==> config.mk <==
export PLATFORM = sky130hd
export DESIGN_NAME = serial_sub_ctrl
export DESIGN_NICKNAME = d
export VERILOG_FILES = /design/src/rtl/serial_sub_pkg.sv /design/src/rtl/serial_sub_ctrl_fs_cell.sv /design/src/rtl/serial_sub_ctrl.sv
export SDC_FILE = /design/constraint.sdc
export NUM_CORES = 1
export LEC_CHECK = 0
export ABC_CLOCK_PERIOD_IN_PS = 7000
export BUFFER_PORTS_ARGS = -buffer_cell sky130_fd_sc_hd__buf_2
export CORE_MARGIN = 3
export CORE_UTILIZATION = 38
export CTS_CLUSTER_DIAMETER = 40
export DETAILED_ROUTE_END_ITERATION = 16
export GPL_TIMING_DRIVEN = 0
export MAX_ROUTING_LAYER = met4
export PLACE_DENSITY_LB_ADDON = 0.2
export SLEW_MARGIN = 20
export SYNTH_ARGS = -nofsm -noshare
export SYNTH_HDL_FRONTEND = slang
export SYNTH_SLANG_ARGS = --single-unit
==> constraint.sdc <==
create_clock -name clk -period 7 [get_ports clk]
set_clock_uncertainty 0.1 [all_clocks]
set_input_delay 1.05 -clock clk [delete_from_list [all_inputs] [get_ports clk]]
set_output_delay 1.05 -clock clk [all_outputs]
set_load 0.02 [all_outputs]
==> src/rtl/serial_sub_pkg.sv <==
// -----------------------------------------------------------------------------
// serial_sub_pkg
// Shared definitions for the bit-serial subtractor controller.
//   WIDTH_DEFAULT : default operand width
//   state_t       : FSM state encoding (IDLE / RUN / DONE, 2 bits)
// -----------------------------------------------------------------------------
package serial_sub_pkg;

    localparam int WIDTH_DEFAULT = 8;

    typedef enum logic [1:0] {
        IDLE = 2'b00,
        RUN  = 2'b01,
        DONE = 2'b10
    } state_t;

endpackage

==> src/rtl/serial_sub_ctrl_fs_cell.sv <==
// -----------------------------------------------------------------------------
// fs_cell
// One-bit full subtractor, purely combinational: computes x - y - z.
// Ports:
//   x  : minuend bit
//   y  : subtrahend bit
//   z  : borrow in
//   d  : difference bit
//   bo : borrow out
// -----------------------------------------------------------------------------
module fs_cell (
    input  logic x,
    input  logic y,
    input  logic z,
    output logic d,
    output logic bo
);

    assign d  = x ^ y ^ z;
    assign bo = (~x & y) | (~(x ^ y) & z);

endmodule

==> src/rtl/serial_sub_ctrl.sv <==
// -----------------------------------------------------------------------------
// serial_sub_ctrl
// Bit-serial subtractor: computes a - b - bin (mod 2^WIDTH) one bit per clock,
// LSB first, through a single fs_cell.
// Optional feature: define SERIAL_SUB_OVF_EN to add the signed-overflow
// output ovf.
// Ports:
//   clk   : clock, rising edge
//   rst   : synchronous active-high reset
//   start : request a subtraction (accepted only in IDLE)
//   a, b  : minuend / subtrahend, sampled on accepted start
//   bin   : borrow in, sampled on accepted start
//   busy  : high while the serial subtraction runs
//   done  : one-cycle pulse when diff/bout (and ovf) are valid
//   diff  : result, held from DONE until the next accepted start
//   bout  : borrow out of the MSB stage, held like diff
//   ovf   : (SERIAL_SUB_OVF_EN only) signed overflow, held like diff
// -----------------------------------------------------------------------------
module serial_sub_ctrl
    import serial_sub_pkg::*;
#(
    parameter int WIDTH = WIDTH_DEFAULT
) (
    input  logic             clk,
    input  logic             rst,
    input  logic             start,
    input  logic [WIDTH-1:0] a,
    input  logic [WIDTH-1:0] b,
    input  logic             bin,
    output logic             busy,
    output logic             done,
    output logic [WIDTH-1:0] diff,
`ifdef SERIAL_SUB_OVF_EN
    output logic             ovf,
`endif
    output logic             bout
);

    localparam int            CW   = $clog2(WIDTH);
    localparam logic [CW-1:0] LAST = CW'(WIDTH - 1);

    state_t           r_state;
    logic [CW-1:0]    r_cnt;
    logic [WIDTH-1:0] r_a;
    logic [WIDTH-1:0] r_b;
    logic [WIDTH-1:0] r_diff;
    logic             r_borrow;
    logic             w_d;
    logic             w_bo;
`ifdef SERIAL_SUB_OVF_EN
    logic             r_ovf;
`endif

    fs_cell u_fs_cell (
        .x  (r_a[0]),
        .y  (r_b[0]),
        .z  (r_borrow),
        .d  (w_d),
        .bo (w_bo)
    );

    // Control, result and borrow state (all cleared by reset).
    always_ff @(posedge clk) begin
        if (rst) begin
            r_state  <= IDLE;
            r_cnt    <= '0;
            r_borrow <= 1'b0;
            r_diff   <= '0;
`ifdef SERIAL_SUB_OVF_EN
            r_ovf    <= 1'b0;
`endif
        end else begin
            case (r_state)
                IDLE: begin
                    if (start) begin
                        r_borrow <= bin;
                        r_cnt    <= '0;
                        r_state  <= RUN;
                    end
                end
                RUN: begin
                    // Result bits enter at the MSB end so that after WIDTH
                    // shifts bit 0 of the result sits in diff[0].
                    r_diff   <= {w_d, r_diff[WIDTH-1:1]};
                    r_borrow <= w_bo;
                    r_cnt    <= r_cnt + 1'b1;
                    if (r_cnt == LAST) begin
`ifdef SERIAL_SUB_OVF_EN
                        // r_borrow is the borrow into the MSB stage here.
                        r_ovf   <= r_borrow ^ w_bo;
`endif
                        r_state <= DONE;
                    end
                end
                DONE: begin
                    r_state <= IDLE;
                end
                default: begin
                    r_state <= IDLE;
                end
            endcase
        end
    end

    // Operand shift registers: data only, no reset needed.
    always_ff @(posedge clk) begin
        if (r_state == IDLE && start && !rst) begin
            r_a <= a;
            r_b <= b;
        end else if (r_state == RUN) begin
            r_a <= r_a >> 1;
            r_b <= r_b >> 1;
        end
    end

    assign busy = (r_state == RUN);
    assign done = (r_state == DONE);
    assign diff = r_diff;
    // The borrow flop keeps the final borrow untouched until the next start.
    assign bout = r_borrow;
`ifdef SERIAL_SUB_OVF_EN
    assign ovf  = r_ovf;
`endif

endmodule

==> results of run 1 <==
[routing by layer]
metal / track usage / share of wire / up-vias
li1: - / - / 423
met1: 0.144 / 0.46 / 395
met2: 0.178 / 0.47 / 25
met3: 0.0475 / 0.057 / 4
met4: 0.0404 / 0.011 / 0
met5: - / 0 / -
[cells in the final DEF, fill, tap and decap left out]
cell | Yosys | routed
sky130_fd_sc_hd__buf_2 | 1 | 30
sky130_fd_sc_hd__nand2_1 | 17 | 17
sky130_fd_sc_hd__edfxtp_1 | 16 | 16
sky130_fd_sc_hd__dfxtp_1 | 14 | 14
sky130_fd_sc_hd__a21oi_1 | 9 | 9
sky130_fd_sc_hd__mux2_4 | 7 | 7
sky130_fd_sc_hd__mux2_2 | 7 | 7
sky130_fd_sc_hd__clkbuf_1 | 3 | 6
sky130_fd_sc_hd__clkbuf_4 | 0 | 5
sky130_fd_sc_hd__inv_1 | 3 | 3
sky130_fd_sc_hd__nor2_1 | 3 | 3
sky130_fd_sc_hd__and2_1 | 2 | 2
sky130_fd_sc_hd__a22oi_1 | 2 | 2
sky130_fd_sc_hd__ha_1 | 2 | 2
sky130_fd_sc_hd__or3b_4 | 1 | 1
sky130_fd_sc_hd__nor2_8 | 1 | 1
sky130_fd_sc_hd__buf_12 | 1 | 1
sky130_fd_sc_hd__nand2b_1 | 1 | 1
sky130_fd_sc_hd__o21ai_2 | 0 | 1
sky130_fd_sc_hd__nor2b_1 | 1 | 1
sky130_fd_sc_hd__o21bai_1 | 1 | 1
sky130_fd_sc_hd__o211a_1 | 1 | 1
sky130_fd_sc_hd__mux2i_1 | 1 | 1
sky130_fd_sc_hd__nor3_1 | 1 | 1
sky130_fd_sc_hd__or2_2 | 1 | 1
sky130_fd_sc_hd__nor3b_1 | 1 | 1
sky130_fd_sc_hd__fa_1 | 1 | 1
sky130_fd_sc_hd__buf_6 | 0 | 1
[worst min-delay path, stage by stage (launching register included)]
cell and delay, ns:
sky130_fd_sc_hd__dfxtp_1 0.31, sky130_fd_sc_hd__nand2_1 0.05, sky130_fd_sc_hd__a21oi_1 0.05
[worst min-delay path by stage]
stage               startpoint  endpoint  slack [ns]  cells past startpoint
floorplan             r_cnt[1]  r_cnt[1]        0.37                      2
global placement       diff[0]   diff[0]        0.34                      2
detailed placement     diff[0]   diff[0]        0.34                      2
CTS                    diff[0]   diff[0]        0.36                      2
global route           diff[1]   diff[0]        0.40                      2
finish                 diff[0]   diff[0]        0.35                      2
[state kept, by name, summed over array words and instances (netlist names)]
name     count
bout         1
r_state      2
diff         8
r_a          8
r_cnt        3
r_b          8
[final cells by class]
| cell class | count | area, µm² | area share |
|---|---|---|---|
| sequential | 30 | 761 | 0.493 |
| timing repair buffer | 30 | 156 | 0.101 |
| clock buffer | 8 | 48.8 | 0.0316 |
| tap | 44 | 55.1 | 0.0357 |
| multi-input combinational | 61 | 475 | 0.308 |
| buffer | 5 | 36.3 | 0.0235 |
| inverter | 3 | 11.3 | 0.00729 |
[metrics by stage]
| step | std cells | worst slack (ns) | util |
|---|---|---|---|
| global placement | 172 | 3.28 | 0.473 |
| finish | 181 | 4.31 | 0.494 |
| detailed placement | 173 | 4.42 | 0.478 |
| CTS | 181 | 4.27 | 0.494 |
| global route | 181 | 4.19 | 0.494 |
| floorplan | 99 | 3.83 | - |
[Yosys cell counts]
master	count
sky130_fd_sc_hd__nand2_1	17
sky130_fd_sc_hd__edfxtp_1	16
sky130_fd_sc_hd__dfxtp_1	14
sky130_fd_sc_hd__a21oi_1	9
sky130_fd_sc_hd__mux2_2	7
sky130_fd_sc_hd__mux2_4	7
sky130_fd_sc_hd__clkbuf_1	3
sky130_fd_sc_hd__inv_1	3
sky130_fd_sc_hd__nor2_1	3
sky130_fd_sc_hd__a22oi_1	2
sky130_fd_sc_hd__and2_1	2
sky130_fd_sc_hd__ha_1	2
sky130_fd_sc_hd__buf_12	1
sky130_fd_sc_hd__buf_2	1
sky130_fd_sc_hd__fa_1	1
sky130_fd_sc_hd__mux2i_1	1
sky130_fd_sc_hd__nand2b_1	1
sky130_fd_sc_hd__nor2_8	1
sky130_fd_sc_hd__nor2b_1	1
sky130_fd_sc_hd__nor3_1	1
sky130_fd_sc_hd__nor3b_1	1
sky130_fd_sc_hd__o211a_1	1
sky130_fd_sc_hd__o21ai_0	1
sky130_fd_sc_hd__o21bai_1	1
sky130_fd_sc_hd__or2_2	1
sky130_fd_sc_hd__or3b_4	1
[cells by family (layout without fill, tap and decap cells)]
family                   Yosys count  count (layout)  synth area share
AND/OR/NAND/NOR                   29              29             0.117
flip-flops                        30              30             0.594
adder cells (fa/ha/maj)            3               3            0.0352
buffers and inverters              8              46            0.0371
multiplexers                      15              15             0.152
AO/OA/AOI/OAI                     14              14            0.0645
[power groups by stage]
stage | clock [mW] | combinational (mW) | sequential [mW]
global route | 0.105 | 0.0648 | 0.213
finish | 0.0928 | 0.0577 | 0.212
global placement | 0 | 0.0547 | 0.216
detailed placement | 0 | 0.0588 | 0.216
CTS | 0.0969 | 0.0594 | 0.212
floorplan | 0 | 0.0386 | 0.217
==> results, run 1 <==
- Derived from the worst setup path, the maximum achievable clock frequency is 371 MHz.
- The element type at the critical path start is a flop.
- Relative to the synthesized area, the layout overhead comes to 20.6%.
- The combinational share of power is 0.159.
- In the final routed layout, each cell accounts on average for 11.6 µm.
- The stage delay of the slowest cell on the critical path is 0.35 ns.
- Power comes to 362 µW.
- Pin placement for this block handled 31 I/O pins.
- The worst reg-to-reg path cell count is 4.
- The initial core utilization is 0.409.
- The total internal power is 275 µW.
- The share of the Yosys chip area taken by registers is 0.594.
- The number of cells on the critical path is 4.
- The H-tree was split into 2 levels.
- The final-report max-slew violation count is 0.
- The ratio of final minimum period to clock period is 0.385.
- The count of filler cells inserted in the layout is 291.
- The Yosys step of the flow raised 0 warnings.
- The final worst hold slack is 0.354 ns.
- Across all layers, the routed design uses 847 vias.
- The ratio of total power to cell area is 235 mW/mm².
- The critical path is of the reg2out type.
- Setup repair after global routing left no endpoint under its margin.
- The proportion of netlist area held by the largest area contributor is 0.375.
- The number of distinct library cell variants in the gate-level netlist after synthesis is 26.
- The sum of net half-perimeters after detailed placement is 1510 µm.
- After detailed routing, the number of vias per cell comes to 4.68.
- The critical register-to-register path startpoint is r_state[1].
- In this run the worst setup path terminates at busy.
- Counting every net in the synthesized netlist gives 122.
- The slowest stage of the critical path belongs to the cell sky130_fd_sc_hd__clkbuf_1.
- The tightest slew margin relative to the limit is 0.713.
- The slew at the pin closest to its max-slew limit is 0.430 ns.
- The initial antenna violation count is 0.
- The number of core rows is 20.
- The worst vdd rail ir drop is 0.108 mV.
- CTS placed an instance of sky130_fd_sc_hd__clkbuf_4 at the clock tree root.
- On the critical path the largest part of the delay comes from buffers and inverters.
- The post-synthesis cell count is 99.
- For this run, the total global-route usage over all layers was measured as 0.118.
- In this run the mean area of a mapped cell was 12.9 µm².
- The post-synthesis instance area is 0.00128 mm².
- Of the total power, the share spent switching nets is 0.241.
- STA puts the critical path data required time at 5.85 ns.
- The signal on the critical path passes through nand2b_1, inv_1, clkbuf_1, buf_2.
- STA classifies the critical path endpoint as an output pin.
- The number of endpoints failing setup at the final stage is 0.
- The clock-pin slew of the registers on the worst-case setup and hold paths is 0.08 ns.
- The number of inserted diodes is 0.
- The smallest clock period supported by the final layout is computed as 2.69 ns.
- In this run, synthesis produced a sequential element count of 30.
- The placeable core area is 0.00313 mm².
- After the first detailed-routing iteration, the DRC count stood at 25.
- The worst setup path startpoint is r_state[1].
- The routability congestion estimate from global placement is 0.776.
- The number of nets in the layout is 159.
- The first global-routing pass estimated 3590 µm of wire.
- Counting both buffers and inverters, the worst setup path holds a total of 3.
- Of all cell types, the one taking the most synthesized area is sky130_fd_sc_hd__edfxtp_1.
- The sequential group share of total power is 0.584.
- By area the synthesized netlist is led by sky130_fd_sc_hd__edfxtp_1, sky130_fd_sc_hd__dfxtp_1, sky130_fd_sc_hd__mux2_4.
- The insertion delay to the later sink of the worst-skew pair is 0.32 ns.
- The worst reg-to-reg setup slack is 5.23 ns.
- The total overflow reported by the global router is 0.
- The hold-fix buffer count after cts is 0.
- The count of buffers added by post-CTS timing repair for setup is 0.
- The leakage power is 0.651 nW.
- The number of maximum-capacitance constraint violations is 0.
- Summing all non-filler instances in the final layout gives an area of 0.00154 mm².
- The width of the chip is 64.0 µm.
- The final wirelength is 2100 µm.
- The number of gates resized after CTS is 0.
- The share of final-layout standard cells stronger than drive strength 1 is 0.401.
- The total net switching power is 87.3 µW.
- The worst hold path class is reg2reg.
- For this run, design rule violations remaining after detail routing come to 0.
- The clock network power share is 0.256.
- The largest net degree at the start of global routing is 17.
- TritonCTS built the clock tree.
- Adding up every negative setup slack in the final design gives 0 ns.
- The vertical die dimension is 64.0 µm.
- Summing all placed instances gives a cell area of 0.00150 mm².
- The endpoint identified for the worst register-to-register timing path is r_a[0].
- The number of global-route vias before repair is 811.
- Buffers placed on the I/O ports in this run total 29.
- The hold violation total from the final report is 0.
- The total iterations of the first detailed-routing run is 4.
- In this run the remaining antenna-violating nets after routing total 0.
- The maximum number of buffers from clock root to sink is 2.
- The flow ran to the end, and the final reports show no timing, DRC or antenna violations.
- The number of clock buffers added by TritonCTS is 5.
- The total clock sinks is 30.
- The die footprint is 0.00410 mm².
- The maximum fanout encountered on the critical timing path is 10.
- The arrival time reported for the critical path endpoint is 1.54 ns.
Power figures use the tool's default switching activity.
==> inputs of run 2 (changes only) <==
- ABC_CLOCK_PERIOD_IN_PS: 7000 -> 2450
- clock period: 7 -> 2.45 ns (I/O delays scaled with it)
==> run 2 against run 1 <==
Routed wire length increased by 2.1%. Clock power grew to 2.9 times the previous value. Non-clock buffer count fell by 1. Combinational power rose to 2.7 times the previous value. Sequential share of layout area rose by 0.32 points.
==> results, run 2 (same netlist as run 1, synthesis figures left out) <==
- The number of core rows was 20 (unchanged).
- The hold-fix buffer count after cts was 0 (unchanged).
- The initial antenna violation count is 0 (unchanged).
- The total clock sinks came to 30 (unchanged).
- The worst hold path class is in2reg (was reg2reg).
- The required time of the critical path is 1.98 ns (was 5.85 ns).
- The post-placement worst setup slack is 0.384 ns (was 4.42 ns).
- The kind of critical path is reg2out (unchanged).
- The violation count after the first detailed-routing iteration is 27 (was 25).
- The most heavily used metal layer in global routing was met2 (unchanged).
- The number of gates resized after CTS is 0 (unchanged).
- The mean number of vias per cell is 4.59 (was 4.68).
- The share of final-layout standard cells stronger than drive strength 1 is 0.404 (was 0.401).
- The top achievable clock speed is 495 MHz.
- The arrival time reported for the critical path endpoint is 1.55 ns (was 1.54 ns).
- The largest net degree at the start of global routing came to 17 (unchanged).
- The initial core utilization is 0.409 (unchanged).
- Dividing the final minimum period by the clock period gives 0.824.
- The width of the chip was 64.0 µm (unchanged).
- The CTS tree is done (unchanged).
- The most common library cell in the layout ignoring fill and taps is sky130_fd_sc_hd__buf_2 (unchanged).
- The via count is 827 (was 847).
- The global routing usage on met2 is 0.194 (was 0.178).
- The met1 layer usage reported by global route is 0.135 (was 0.144).
- The count of buffers added by post-CTS timing repair for setup is 0 (unchanged).
- The total iterations of the first detailed-routing run is 4 (unchanged).
- The final wirelength is 2140 µm (was 2100 µm).
- The total overflow reported by the global router was 0 (unchanged).
- The final-report max-slew violation count is 0 (unchanged).
- The slew at the pin closest to its max-slew limit was 0.814 ns (was 0.430 ns).
- The area after detailed placement came to 0.00148 mm² (was 0.00150 mm²).
- The sum of net half-perimeters after detailed placement was 1600 µm (was 1510 µm).
- The hold violation total from the final report is 0 (unchanged).
- The number of inserted diodes was 0 (unchanged).
- The ratio of total power to cell area is 673 mW/mm² (was 235 mW/mm²).
- The count of antenna-violating nets left after detailed routing is 0 (unchanged).
- The vertical die dimension is 64.0 µm (unchanged).
- The setup slack after layout is 0.431 ns (was 4.31 ns).
- The final critical delay including setup and external delays is 2.02 ns.
- The cell area after layout is 0.00153 mm² (was 0.00154 mm²).
- The first-pass GRT wire length is 3640 µm (was 3590 µm).
- The accumulated negative setup slack is 0 ns (unchanged).
- The placeable core area is 0.00313 mm² (unchanged).
- The number of global-route vias before repair was 848 (was 811).
- The final worst hold slack is 0.201 ns (was 0.354 ns).
- The number of buffers created by CTS is 5 (unchanged).
- The number of nets in the layout came to 158 (was 159).
- The worst vdd rail ir drop is 0.310 mV (was 0.108 mV).
- The global routing usage on met3 is 0.0439 (was 0.0475).
- Top library cells by usage in the layout, fill and taps aside: sky130_fd_sc_hd__buf_2, sky130_fd_sc_hd__nand2_1, sky130_fd_sc_hd__edfxtp_1 (unchanged).
- The clock-pin slew of the registers on the worst-case setup and hold paths is 0.09 ns (was 0.08 ns).
- The element type at the critical path start is a flop (unchanged).
- The maximum fanout encountered on the critical timing path is 10 (unchanged).
- The die footprint came to 0.00410 mm² (unchanged).
- RSZ-0062 raised after global routing: false (unchanged).
- The H-tree depth is 2 (unchanged).
- The routability congestion estimate from global placement came to 0.724 (was 0.776).
- The DRC violations left came to 0 (unchanged).
- The count of input and output buffers was 29 (unchanged).
- The tightest slew margin relative to the limit is 0.457 (was 0.713).
- The average wire length per cell after detail routing is 11.9 µm (was 11.6 µm).
- Status: completed (unchanged).
- The leakage power is 0.648 nW (was 0.651 nW).
- The number of maximum-capacitance constraint violations is 0 (unchanged).
- The maximum number of buffers from clock root to sink is 2 (unchanged).
- The final instance count without filler cells is 180 (was 181).
- The insertion delay to the later sink of the worst-skew pair is 0.32 ns (about the same).
- The I/O pin count is 31 (unchanged).
- The post-synthesis to final-layout area growth was 19.8% (was 20.6%).
- The number of endpoints failing setup at the final stage is 0 (unchanged).
- The root buffer cell is sky130_fd_sc_hd__clkbuf_4 (unchanged).
- The category of the worst setup path capture point is an output pin (unchanged).
- The overall global routing resource usage is 0.123 (was 0.118).
- The number of instances in the placed design was 172 (was 173).
==> run 2: cell count changes in the layout (fill, tap and decap cells not counted) <==
cell,before,now
sky130_fd_sc_hd__clkbuf_1,6,4
sky130_fd_sc_hd__buf_6,1,0
sky130_fd_sc_hd__clkinv_1,0,1
sky130_fd_sc_hd__clkinv_2,0,1
==> run 2: power breakdown <==
part           switching, mW  internal, mW  leakage [nW]  total [mW]
combinational         0.0800        0.0779         0.349       0.158
clock                  0.162         0.108        0.0297       0.269
sequential            0.0165         0.589         0.270       0.605
total                  0.258         0.774         0.648        1.03
==> run 2: area by class of cell <==
class	count	area, µm²
Buffer	5	36.3
Clock buffer	6	41.3
Clock inverter	2	8.76
Fill cell	308	1590
Inverter	3	11.3
Multi-Input combinational cell	61	475
Sequential cell	30	761
Tap cell	44	55.1
Timing Repair Buffer	29	145
==> run 2: worst max-delay path, cell delays in order (launching register included) <==
cell	delay, ns
sky130_fd_sc_hd__dfxtp_1	0.33
sky130_fd_sc_hd__nand2b_1	0.18
sky130_fd_sc_hd__inv_1	0.13
sky130_fd_sc_hd__clkbuf_1	0.35
sky130_fd_sc_hd__buf_2	0.24
==> run 2: per-stage QoR <==
stage | power (mW) | util
2_1_floorplan | 0.730 | -
3_3_place_gp | 0.770 | 0.473
3_5_place_dp | 0.779 | 0.474
4_1_cts | 1.05 | 0.490
5_1_grt | 1.09 | 0.490
6_report | 1.03 | 0.490
==> run 2: final timing paths <==
path	startpoint	to	slack, ns	depth (start not counted)
max	r_state[1]	busy	0.43	4
min	bin	bout	0.20	2
max reg2reg	r_state[1]	r_b[6]	0.55	2
min reg2reg	diff[2]	diff[1]	0.37	2
==> run 2: per-layer routing <==
| layer | vias to the layer above | share of wire |
|---|---|---|
| met2 | 24 | 0.47 |
| li1 | 420 | - |
| met5 | - | 0 |
| met4 | 0 | 0.024 |
| met1 | 376 | 0.45 |
| met3 | 7 | 0.059 |
